==> src/rtl/fifo_ctrl_if.sv <==
// fifo_ctrl_if: bundles the signals between fifo_ctrl, its users and the FIFO RAM.
//   Request side : push, push_data, pop       (driven by producer/consumer)
//   Status side  : pop_data_vld, full, empty, almost_full, count
//   RAM side     : ram_w_en, ram_w_addr, ram_w_data, ram_r_en, ram_r_addr
//   Optional     : ovf_err, udf_err (present only with FIFO_CTRL_ERR_FLAG_EN)
// Modports: master = user/environment view, slave = fifo_ctrl view.
// Macro FIFO_CTRL_ERR_FLAG_EN adds the sticky error flags.
interface fifo_ctrl_if #(
  parameter int DATA_WIDTH = 8,
  parameter int ADDR_WIDTH = 4
);
  logic                  push;
  logic [DATA_WIDTH-1:0] push_data;
  logic                  pop;
  logic                  pop_data_vld;
  logic                  full;
  logic                  empty;
  logic                  almost_full;
  logic [ADDR_WIDTH:0]   count;
  logic                  ram_w_en;
  logic [ADDR_WIDTH-1:0] ram_w_addr;
  logic [DATA_WIDTH-1:0] ram_w_data;
  logic                  ram_r_en;
  logic [ADDR_WIDTH-1:0] ram_r_addr;
`ifdef FIFO_CTRL_ERR_FLAG_EN
  logic                  ovf_err;
  logic                  udf_err;

  modport master (
    output push, push_data, pop,
    input  pop_data_vld, full, empty, almost_full, count,
    input  ram_w_en, ram_w_addr, ram_w_data, ram_r_en, ram_r_addr,
    input  ovf_err, udf_err
  );

  modport slave (
    input  push, push_data, pop,
    output pop_data_vld, full, empty, almost_full, count,
    output ram_w_en, ram_w_addr, ram_w_data, ram_r_en, ram_r_addr,
    output ovf_err, udf_err
  );
`else
  modport master (
    output push, push_data, pop,
    input  pop_data_vld, full, empty, almost_full, count,
    input  ram_w_en, ram_w_addr, ram_w_data, ram_r_en, ram_r_addr
  );

  modport slave (
    input  push, push_data, pop,
    output pop_data_vld, full, empty, almost_full, count,
    output ram_w_en, ram_w_addr, ram_w_data, ram_r_en, ram_r_addr
  );
`endif
endinterface

==> src/rtl/fifo_ctrl.sv <==
// fifo_ctrl: synchronous FIFO controller for a single-clock dual-port RAM with
// registered (1-cycle) read. Owns read/write pointers, occupancy count and the
// full/empty/almost_full flags, and turns push/pop requests into RAM strobes.
// Ports:
//   clk   - system clock, rising edge
//   rst_n - synchronous active-low reset
//   bus   - fifo_ctrl_if.slave (requests, status, RAM drive)
// Optional feature: define FIFO_CTRL_ERR_FLAG_EN to add sticky ovf_err/udf_err.
module fifo_ctrl #(
  parameter int DATA_WIDTH = 8,
  parameter int RAM_DEPTH  = 16,
  parameter int ADDR_WIDTH = 4,
  parameter int AFULL_TH   = 12
) (
  input  logic        clk,
  input  logic        rst_n,
  fifo_ctrl_if.slave  bus
);

  localparam logic [ADDR_WIDTH-1:0] LAST_ADDR = ADDR_WIDTH'(RAM_DEPTH - 1);
  localparam logic [ADDR_WIDTH:0]   DEPTH_CNT = (ADDR_WIDTH + 1)'(RAM_DEPTH);
  localparam logic [ADDR_WIDTH:0]   AFULL_CNT = (ADDR_WIDTH + 1)'(AFULL_TH);

  logic [ADDR_WIDTH-1:0] wptr;
  logic [ADDR_WIDTH-1:0] rptr;
  logic [ADDR_WIDTH:0]   cnt;
  logic                  rd_vld;
  logic                  full_s;
  logic                  empty_s;
  logic                  push_acc;
  logic                  pop_acc;
  logic [DATA_WIDTH-1:0] wr_data;

  // Flags come only from the registered count, so push/pop never reach them.
  assign full_s  = (cnt == DEPTH_CNT);
  assign empty_s = (cnt == '0);

  assign push_acc = bus.push & ~full_s;
  assign pop_acc  = bus.pop & ~empty_s;

  assign wr_data = bus.push_data;

  // RAM strobes are gated by rst_n so nothing is written or read on a reset edge.
  assign bus.ram_w_en   = push_acc & rst_n;
  assign bus.ram_w_addr = wptr;
  assign bus.ram_w_data = wr_data;
  assign bus.ram_r_en   = pop_acc & rst_n;
  assign bus.ram_r_addr = rptr;

  assign bus.full         = full_s;
  assign bus.empty        = empty_s;
  assign bus.almost_full  = (cnt >= AFULL_CNT);
  assign bus.count        = cnt;
  assign bus.pop_data_vld = rd_vld;

  // Pointers wrap by explicit compare so non-power-of-two depths work.
  always_ff @(posedge clk) begin
    if (!rst_n) begin
      wptr <= '0;
      rptr <= '0;
    end else begin
      if (push_acc) wptr <= (wptr == LAST_ADDR) ? '0 : wptr + 1'b1;
      if (pop_acc)  rptr <= (rptr == LAST_ADDR) ? '0 : rptr + 1'b1;
    end
  end

  // Occupancy: a simultaneous accepted push and pop leaves it unchanged.
  always_ff @(posedge clk) begin
    if (!rst_n) begin
      cnt <= '0;
    end else begin
      case ({push_acc, pop_acc})
        2'b10:   cnt <= cnt + 1'b1;
        2'b01:   cnt <= cnt - 1'b1;
        default: cnt <= cnt;
      endcase
    end
  end

  // Valid strobe lines up with the RAM's registered read data.
  always_ff @(posedge clk) begin
    if (!rst_n) rd_vld <= 1'b0;
    else        rd_vld <= pop_acc;
  end

`ifdef FIFO_CTRL_ERR_FLAG_EN
  logic ovf_q;
  logic udf_q;

  // Sticky error flags record any rejected request until the next reset.
  always_ff @(posedge clk) begin
    if (!rst_n) begin
      ovf_q <= 1'b0;
      udf_q <= 1'b0;
    end else begin
      if (bus.push & full_s) ovf_q <= 1'b1;
      if (bus.pop & empty_s) udf_q <= 1'b1;
    end
  end

  assign bus.ovf_err = ovf_q;
  assign bus.udf_err = udf_q;
`endif

endmodule

==> src/flat_wrapper.sv <==
// flat-port wrapper written by rule: the top's interface ports become plain ports
module fifo_ctrl_flat 
#(
  parameter int DATA_WIDTH = 8,
  parameter int RAM_DEPTH  = 16,
  parameter int ADDR_WIDTH = 4,
  parameter int AFULL_TH   = 12
)
  (clk, rst_n, bus_push, bus_push_data, bus_pop, bus_pop_data_vld, bus_full, bus_empty, bus_almost_full, bus_count, bus_ram_w_en, bus_ram_w_addr, bus_ram_w_data, bus_ram_r_en, bus_ram_r_addr);
  fifo_ctrl_if #(.DATA_WIDTH(DATA_WIDTH), .ADDR_WIDTH(ADDR_WIDTH)) bus_i ();
  input  logic clk;
  input  logic rst_n;
  input wire logic [$bits(bus_i.push)-1:0] bus_push;
  input wire logic [$bits(bus_i.push_data)-1:0] bus_push_data;
  input wire logic [$bits(bus_i.pop)-1:0] bus_pop;
  output wire logic [$bits(bus_i.pop_data_vld)-1:0] bus_pop_data_vld;
  output wire logic [$bits(bus_i.full)-1:0] bus_full;
  output wire logic [$bits(bus_i.empty)-1:0] bus_empty;
  output wire logic [$bits(bus_i.almost_full)-1:0] bus_almost_full;
  output wire logic [$bits(bus_i.count)-1:0] bus_count;
  output wire logic [$bits(bus_i.ram_w_en)-1:0] bus_ram_w_en;
  output wire logic [$bits(bus_i.ram_w_addr)-1:0] bus_ram_w_addr;
  output wire logic [$bits(bus_i.ram_w_data)-1:0] bus_ram_w_data;
  output wire logic [$bits(bus_i.ram_r_en)-1:0] bus_ram_r_en;
  output wire logic [$bits(bus_i.ram_r_addr)-1:0] bus_ram_r_addr;
  assign bus_i.push = bus_push;
  assign bus_i.push_data = bus_push_data;
  assign bus_i.pop = bus_pop;
  assign bus_pop_data_vld = bus_i.pop_data_vld;
  assign bus_full = bus_i.full;
  assign bus_empty = bus_i.empty;
  assign bus_almost_full = bus_i.almost_full;
  assign bus_count = bus_i.count;
  assign bus_ram_w_en = bus_i.ram_w_en;
  assign bus_ram_w_addr = bus_i.ram_w_addr;
  assign bus_ram_w_data = bus_i.ram_w_data;
  assign bus_ram_r_en = bus_i.ram_r_en;
  assign bus_ram_r_addr = bus_i.ram_r_addr;
  fifo_ctrl #(.DATA_WIDTH(DATA_WIDTH), .RAM_DEPTH(RAM_DEPTH), .ADDR_WIDTH(ADDR_WIDTH), .AFULL_TH(AFULL_TH)) u_core (.clk(clk), .rst_n(rst_n), .bus(bus_i));
endmodule
==> config.mk <==
export PLATFORM = sky130hd
export DESIGN_NAME = fifo_ctrl_flat
export DESIGN_NICKNAME = d
export VERILOG_FILES = /design/src/rtl/fifo_ctrl_if.sv /design/src/rtl/fifo_ctrl.sv /design/src/flat_wrapper.sv
export SDC_FILE = /design/constraint.sdc
export NUM_CORES = 1
export LEC_CHECK = 0
export BUFFER_PORTS_ARGS = -buffer_cell sky130_fd_sc_hd__buf_2
export CORE_MARGIN = 5
export CORE_UTILIZATION = 40
export DETAILED_ROUTE_END_ITERATION = 8
export PLACE_DENSITY = 0.77
export SLEW_MARGIN = 20
export SYNTH_ARGS = -nofsm -noshare
export SYNTH_HDL_FRONTEND = slang
export SYNTH_SLANG_ARGS = --single-unit
==> constraint.sdc <==
create_clock -name clk -period 2.9 [get_ports clk]
set_input_delay 0.58 -clock clk [delete_from_list [all_inputs] [get_ports clk]]
set_output_delay 0.58 -clock clk [all_outputs]
set_load 0.02 [all_outputs]
# Word-level counts from Yosys, hierarchy flattened
# Cells that the tools add are included.
dict set report word_totals {
  regBits 14
  input_bits 12
  out_inout_bits 27
  word_cells 25
}
dict set report classes {
  add_sub_neg 4
  magnitude_cmp 1
  n_eq_ne 5
  mux 3
  n_bitwise 6
  reduce_logical 2
}
# op n
set op_table {}
lappend op_table {{$pmux W5 S2} 1}
lappend op_table {{$add A4 B1 Y4 const B} 2}
lappend op_table {{$eq A4 B4 Y1 const B} 2}
lappend op_table {{$mux W4} 2}
lappend op_table {{$add A5 B1 Y5 const B} 1}
lappend op_table {{$eq A5 B5 Y1 const B} 1}
lappend op_table {{$ge A5 B4 Y1 const B} 1}
lappend op_table {{$logic_not A5 Y1} 1}
lappend op_table {{$sub A5 B1 Y5 const B} 1}
lappend op_table {{$and A1 B1 Y1} 4}
lappend op_table {{$eq A2 B1 Y1 const B} 1}
lappend op_table {{$eq A2 B2 Y1 const B} 1}
lappend op_table {{$not A1 Y1} 2}
lappend op_table {{$reduce_bool A2 Y1} 1}

# Logic depth before layout (Yosys ltp)
# Gate-level depths: netlist (run 1).
dict set report depth {
  ltp_word 5
  ltp_mapped 9
  ltp_nobuf 9
}

# Least setup slack after synthesis (run 1)
# No wires, ideal clock.
dict set report synth_timing {
  path_type {register -> register}
  from {reg u_core.cnt[0], in the netlist u_core.bus.count[0]}
  to {reg u_core.cnt[3], in the netlist u_core.bus.count[3]}
  setup_ns 0.062
  t_arrival_ns 2.670
  t_required_ns 2.838
  setup_slack_ns 0.168
  stages_incl_launch_ff 10
  path_buffers 1
  synth_period_minus_slack_ns 2.732
  path_cell_list {dfxtp_1 or4_4 o21a_1 buf_6 ha_1 ha_1 a21o_2 a21oi_1 or4b_2 nand3_1}
}
dict set report synth_via {
  elab_chain_cells 5
  elab_cells_between_ends 12
  classes_between {add/sub: 2; eq/ne: 3; mux: 1; bitwise: 4; reduce/logical: 2}
}
# item line_no
set synth_lines {}
lappend synth_lines {{from (decl)} fifo_ctrl.sv:26} ;# logic [ADDR_WIDTH:0] cnt;
lappend synth_lines {{from (signal assigned)} fifo_ctrl.sv:73} ;# 2'b10: cnt <= cnt + 1'b1;
lappend synth_lines {{from (signal assigned)} fifo_ctrl.sv:74} ;# 2'b01: cnt <= cnt - 1'b1;
lappend synth_lines {{from (signal assigned)} fifo_ctrl.sv:75} ;# default: cnt <= cnt;
lappend synth_lines {{$logic_not A5 Y1 *} fifo_ctrl.sv:36} ;# assign empty_s = (cnt == '0);
lappend synth_lines {{$not A1 Y1 *} fifo_ctrl.sv:39} ;# assign pop_acc = bus.pop & ~empty_s;
lappend synth_lines {{$and A1 B1 Y1 *} fifo_ctrl.sv:39}
lappend synth_lines {{net u_core.pop_acc} fifo_ctrl.sv:31} ;# logic pop_acc;
lappend synth_lines {{$eq A2 B1 Y1 / $eq A2 B2 Y1 (equally long branches)} fifo_ctrl.sv:72} ;# case ({push_acc, pop_acc})
lappend synth_lines {{$pmux W5 S2 / $reduce_bool A2 Y1 (equally long branches)} n/a}
# The timed path passes the listed nets; every way through them passes the cells marked *.
# A chain may end at the register's enable or synchronous reset.

# Worst setup path in the final report (run 1)
dict set report layout_timing {
  from {reg u_core.cnt[0], in the netlist u_core.bus.count[0]}
  to {reg u_core.cnt[3], in the netlist u_core.bus.count[3]}
}
dict set report layout_via {
  elab_chain_cells 5
  elab_cells_between_ends 12
  classes_between {add/sub: 2; eq/ne: 3; mux: 1; bitwise: 4; reduce/logical: 2}
}
# item line_no
set layout_lines {}
lappend layout_lines {{$eq A5 B5 Y1 / $logic_not A5 Y1 (equally long branches)} {fifo_ctrl.sv:35, fifo_ctrl.sv:36}}
lappend layout_lines {{$not A1 Y1, on equally long branches} {fifo_ctrl.sv:38, fifo_ctrl.sv:39}}
lappend layout_lines {{$and A1 B1 Y1, on equally long branches} {fifo_ctrl.sv:38, fifo_ctrl.sv:39}}
lappend layout_lines {{$eq A2 B1 Y1 / $eq A2 B2 Y1 (equally long branches)} fifo_ctrl.sv:72}
lappend layout_lines {{$pmux W5 S2 / $reduce_bool A2 Y1 (equally long branches)} n/a}
# Parallel ways exist; a longest one is shown, timed or not.

==> results.yml, run 1 <==
finish:
  fin_nets: 128
  diodes: 0
  flow.area_growth_from_synthesis_pct: 12.5
  multi_input_area_um2: 499
  layout.filler_cells: 198
  layout-drive-gt1-share: 0.306
  ff_latch_area_um2: 280
  final_core_utilization: 0.484
sta:
  finalSetupTns_ps: 0
  final.setup.worst_slack_ps: 257
  setup_violations: 0
  final_min_period_over_clock_period: 0.912
  fin_skew_ps: 0.446
  final.min_clock_period_ps: 2640
  worst_slew_pin_slew_ps: 288
  fmax_ghz: 0.378
  hold-worst-slack_ps: 528
  report.final.slew_viol_count: 0
  rsz0062_at_grt: "no"
  finalHoldViolCount: 0
  relSlewSlack: 0.806
logic_synthesis:
  synth-seq-cells: 14
  synthMuxAreaShare: 0.0806
  synthesized_area_fraction_occupied_by_xor_and_xnor_cells: 0.0302
  count_of_different_cell_masters_after_synthesis: 33
  synth_nets: 112
  yosysSeqAreaShare: 0.322
  synthesis.area_per_instance_um2: 9.35
  syn-cell-area_um2: 870
  yosysWarnings: 0
  synth-simple-area-share: 0.235
  complex_gate_fraction_of_the_synthesized_area: 0.119
  post_synthesis_share_of_cell_area_spent_on_full_adders_half_adders_and_majority_gates: 0.109
  post_synthesis_cells: 93
  main_combinational_cell_family_by_area_after_synthesis: "simple AND/OR/NAND/NOR gates"
die:
  effective_utilization_at_floorplan: 0.430
  rows: 16
  die-area_mm2: 0.00321
  pin_count: 39
  die_w_um: 56.6
  floorplan.die.height_um: 56.6
  design.core.area_mm2: 0.00202
status:
  run_status: "finished, final reports clean"
critical_path:
  critPathLaunchType: "flop"
  timing.critical_path.arrival_ps: 2870
  critical-path-slowest-cell: "sky130_fd_sc_hd__or4b_2"
  critical_path_class: "flop to flop"
  cp-end-kind: "flop"
  crit_required_ps: 3130
  worst-r2r-cell-count: 8
  timing.critical_path.mode_cell: "sky130_fd_sc_hd__ha_1"
  cp_max_fo: 6
  timing.critical_path.cells: "or4_4 -> o21a_1 -> ha_1 -> ha_1 -> a21o_2 -> a21oi_1 -> or4b_2 -> nand3_1"
  critical_path.max_stage_delay_ps: 600
global_routing:
  grt_first_pass_wirelength_um: 2920
  grt_use_met2: 0.178
  global_route.peak_usage_layer: "met2"
  antenna_found_initial: 0
  gr-usage-met3: 0.0413
  global_route.usage.met1: 0.129
  grt.overflow.total: 0
  number_of_global_route_vias_before_repair: 660
  grt_max_degree: 21
  gr-usage-all-layers: 0.114
clock_network:
  hold_buffers: 0
  clock-sinks: 14
  clock_pin_slew_worst_setup_and_hold_paths_ps: 80
  worst_skew_pair.late_latency_ps: 280
  cts_setup_buffers: 0
  clock_tree.buffer_depth: 2
  cts_resized: 0
  htree_levels: 1
  cts_buffers: 3
  cts_root_buffer: "sky130_fd_sc_hd__clkbuf_4"
  tritoncts_clock_tree: "built"
route:
  dr_total_vias: 683
  wire_per_inst_um: 12.4
  detail_route.drc_violations: 0
  first_drt_pass_iteration_count: 4
  vias_per_cell: 5.06
  route.final.wire_length_um: 1670
  route.antenna.remaining_nets: 0
  detail_route.iter0.violations: 3
pwr:
  leakage_nw: 0.512
  vdd_drop_max_v: 0.000466
  power.total_mw: 1.01
  power.density_cell_area_mw_per_mm2: 1030
worst_hold_path:
  timing.hold.worst.class: "flop to flop"
  hold_path_depth: 2
placed_design:
  routabilityCongestion: 0.790
  port-buffer-count: 22
  pre_cts_slack_ps: 287
  hpwl_um: 1260
flow_run:
  cap_viol_max_count: 0
[path summary, 6_finish.rpt]
kind                       startpoint                  endpoint  slack [ps]
max reg2reg       u_core.bus.count[0]       u_core.bus.count[3]         260
min          u_core.bus.ram_w_addr[2]  u_core.bus.ram_w_addr[2]         530
min reg2reg  u_core.bus.ram_w_addr[2]  u_core.bus.ram_w_addr[2]         530
max               u_core.bus.count[0]       u_core.bus.count[3]         260
[cell families (layout without fill, tap and decap cells)]
kind of cell / count (synthesis) / after routing
and+or+nand+nor: 33 / 33
AOI/OAI and AO/OA: 15 / 15
DFF: 14 / 14
buffers and inverters: 14 / 29
adders and majority gates: 7 / 7
muxes: 7 / 7
xor gates and xnor gates: 3 / 3
[layout make-up]
type,count,share of cell area
Inverter,1,0.00384
Sequential cell,14,0.286
Tap cell,27,0.0345
Timing Repair Buffer,24,0.128
Multi-Input combinational cell,65,0.510
Clock buffer,4,0.0371
[Yosys cell counts (all sizes together)]
library cell   n  area [um2]
nand4b         2        17.5
a31oi          2        12.5
nor2           2        7.51
a21o           2        16.3
a31o           1        8.76
nand2b         2        12.5
a21oi          4        20.0
xnor2          3        26.3
o2111ai        1        8.76
fa             1        20.0
and4b          1        10.0
a41o           1        10.0
nand3          3        15.0
nor4           1        6.26
nor2b          5        31.3
o211ai         1        7.51
a21boi         1        7.51
and2           8        51.3
buf            9        71.3
o21ai          1        5.00
ha             6        75.1
dfxtp         14         280
clkbuf         4        15.0
inv            1        3.75
nand2          5        18.8
or4b           1        10.0
o21a           1        7.51
mux2i          7        70.1
and3           2        12.5
or4            1        11.3
[cells in the final DEF (no fill, tap or decap)]
master,count
sky130_fd_sc_hd__nand2b_1,2
sky130_fd_sc_hd__fa_1,1
sky130_fd_sc_hd__nor4_1,1
sky130_fd_sc_hd__a21o_1,1
sky130_fd_sc_hd__a31o_2,1
sky130_fd_sc_hd__or4_4,1
sky130_fd_sc_hd__nand4b_1,2
sky130_fd_sc_hd__xnor2_1,3
sky130_fd_sc_hd__inv_1,1
sky130_fd_sc_hd__clkbuf_8,1
sky130_fd_sc_hd__and3_1,2
sky130_fd_sc_hd__nor2_1,2
sky130_fd_sc_hd__o21a_1,1
sky130_fd_sc_hd__nor2b_1,5
sky130_fd_sc_hd__o2111ai_1,1
sky130_fd_sc_hd__and2_1,7
sky130_fd_sc_hd__a31oi_1,2
sky130_fd_sc_hd__dfxtp_1,14
sky130_fd_sc_hd__a21o_2,1
sky130_fd_sc_hd__clkbuf_4,3
sky130_fd_sc_hd__mux2i_1,7
sky130_fd_sc_hd__a41o_1,1
sky130_fd_sc_hd__o211ai_1,1
sky130_fd_sc_hd__ha_1,6
sky130_fd_sc_hd__buf_2,22
sky130_fd_sc_hd__a21oi_1,4
sky130_fd_sc_hd__a21boi_1,1
sky130_fd_sc_hd__or4b_2,1
sky130_fd_sc_hd__nand2_1,5
sky130_fd_sc_hd__nand3_1,3
sky130_fd_sc_hd__o21ai_0,1
sky130_fd_sc_hd__buf_4,2
sky130_fd_sc_hd__and4b_1,1
sky130_fd_sc_hd__and2_2,1
[flip-flops by register name (all words and copies together), names as in the netlist]
| signal | count |
|---|---|
| u_core.bus.ram_r_addr | 4 |
| u_core.bus.count | 5 |
| u_core.bus.ram_w_addr | 4 |
| u_core.bus.pop_data_vld | 1 |
[layer usage]
metal  vias up  part of all wire
li1        350                 -
met1       310              0.44
met2        18              0.46
met3         5             0.073
met4         0             0.026
met5         -                 0
[per-stage QoR]
stage / cell area [um2] / instances
2_1_floorplan: 870 / 93
3_3_place_gp: 942 / 131
3_5_place_dp: 942 / 131
4_1_cts: 978 / 135
5_1_grt: 978 / 135
6_report: 978 / 135
[critical path, delay by kind of cell (launching register included)]
kind / cells / cell delay, ps
compound gates: 3 / 380
fa+ha+maj: 2 / 580
flops: 1 / 390
simple gates: 3 / 1240
[power by group]
group	switching [mW]	leakage [nW]	internal, mW
combinational	0.300	0.377	0.250
clock	0.0647	0.0210	0.0764
sequential	0.0737	0.114	0.242
total	0.439	0.512	0.568
Power figures use the tool's default switching activity.
==> run 2: changes to the inputs <==
clock period = 3.4 ns   (was 2.9 ns; I/O delays follow)
==> run 2 against run 1 <==
Against the previous run:
- non-clock buffer count decreased by 1
- clock power decreased by 14%
- worst hold slack improved by 7.6 ps
- sequential share of layout area increased by 0.22 points
- die area unchanged
==> results.yml, run 2 (same netlist as run 1, synthesis figures left out) <==
finish:
  final_common_cell: "sky130_fd_sc_hd__buf_2"
  flow.area_growth_from_synthesis_pct: 11.7
  largest_reg_flops: 5
  diodes: 0
  fin_nets: 127
  layout-drive-gt1-share: 0.299
  final_core_utilization: 0.480
  mostFrequentLayoutCells: "sky130_fd_sc_hd__buf_2, sky130_fd_sc_hd__dfxtp_1, sky130_fd_sc_hd__and2_1, sky130_fd_sc_hd__mux2i_1, sky130_fd_sc_hd__ha_1"
route:
  detail_route.drc_violations: 0
  detail_route.iter0.violations: 6
  dr_total_vias: 679
  first_drt_pass_iteration_count: 3
  wire_per_inst_um: 12.6
  route.final.wire_length_um: 1680
  vias_per_cell: 5.07
  route.antenna.remaining_nets: 0
flow_run:
  cap_viol_max_count: 0
sta:
  relSlewSlack: 0.777
  fmax_ghz: 0.361
  report.final.slew_viol_count: 0
  setup_violations: 0
  final.min_clock_period_ps: 2770
  finalSetupTns_ps: 0
  rsz0062_at_grt: "no"
  hold-worst-slack_ps: 536
  finalHoldViolCount: 0
  worst_slew_pin_slew_ps: 331
  final_min_period_over_clock_period: 0.816
  fin_skew_ps: 8.74
critical_path:
  cp-end-kind: "flop"
  cp_max_fo: 7
  crit_required_ps: 3630
  critical_path_class: "flop to flop"
  timing.critical_path.arrival_ps: 3000
  critPathLaunchType: "flop"
  setup_slack_of_the_worst_register_to_register_path_ps: 630
clock_network:
  clock-sinks: 14
  cts_setup_buffers: 0
  clock_pin_slew_worst_setup_and_hold_paths_ps: 90
  worst_skew_pair.late_latency_ps: 280
  cts_buffers: 3
  htree_levels: 1
  hold_buffers: 0
  cts_resized: 0
  clock_tree.buffer_depth: 2
  cts_root_buffer: "sky130_fd_sc_hd__clkbuf_4"
  tritoncts_clock_tree: "built"
global_routing:
  grt_max_degree: 21
  antenna_found_initial: 0
  grt.overflow.total: 0
  grt_first_pass_wirelength_um: 2970
  gr-usage-all-layers: 0.117
  number_of_global_route_vias_before_repair: 652
die:
  pin_count: 39
  die-area_mm2: 0.00321
  die_w_um: 56.6
  effective_utilization_at_floorplan: 0.430
  floorplan.die.height_um: 56.6
  rows: 16
  design.core.area_mm2: 0.00202
worst_hold_path:
  timing.hold.worst.class: "flop to flop"
pwr:
  vdd_drop_max_v: 0.000386
  leakage_nw: 0.507
  power.total_uw: 851
  power.density_cell_area_mw_per_mm2: 877
placed_design:
  hpwl_um: 1290
  routabilityCongestion: 0.767
  port-buffer-count: 22
status:
  run_status: "finished, final reports clean"
run 2: worst max-delay path, cell delays in order, from the launching register on:
cell and delay, ps:
sky130_fd_sc_hd__dfxtp_1 390, sky130_fd_sc_hd__or4_4 570, sky130_fd_sc_hd__o21a_1 280, sky130_fd_sc_hd__ha_1 320, sky130_fd_sc_hd__ha_1 300, sky130_fd_sc_hd__a21o_2 110
sky130_fd_sc_hd__a21oi_1 70, sky130_fd_sc_hd__or4b_2 600, sky130_fd_sc_hd__nand3_1 80
run 2: routing by layer:
layer  up-vias  global-route usage  part of all wire
met1       312               0.133              0.46
met2        19               0.183              0.45
li1        346                   -                 -
met5         -                   0                 0
met4         0              0.0542             0.014
met3         2              0.0573             0.075
run 2: where the power goes:
| part | internal (mW) | total (mW) | switching [mW] |
|---|---|---|---|
| Combinational | 0.203 | 0.462 | 0.259 |
| Sequential | 0.206 | 0.267 | 0.0614 |
| Clock | 0.0651 | 0.121 | 0.0562 |
| Total | 0.474 | 0.851 | 0.377 |
run 2: worst paths after layout:
kind                                          startpoint                  endpoint  depth (start not counted)
worst max register to register       u_core.bus.count[0]       u_core.bus.count[3]                          8
worst min-delay path            u_core.bus.ram_w_addr[2]  u_core.bus.ram_w_addr[2]                          2
worst min register to register  u_core.bus.ram_w_addr[2]  u_core.bus.ram_w_addr[2]                          2
worst max-delay path                 u_core.bus.count[0]       u_core.bus.count[3]                          8
run 2: stage by stage:
stage,cells,instance area [um2],setup WS [ps]
after CTS,134,971,630
after detailed placement,130,935,652
after global placement,130,935,712
after floorplan,93,870,668
after global routing,134,971,497
final,134,971,626
run 2: area by class of cell:
| cell class | count | area, um2 |
|---|---|---|
| repair buffers | 23 | 118 |
| inverters | 1 | 3.75 |
| clock buffers | 4 | 36.3 |
| well taps | 27 | 33.8 |
| multi-input cells | 65 | 499 |
| flip-flops and latches | 14 | 280 |
| fillers | 197 | 1050 |
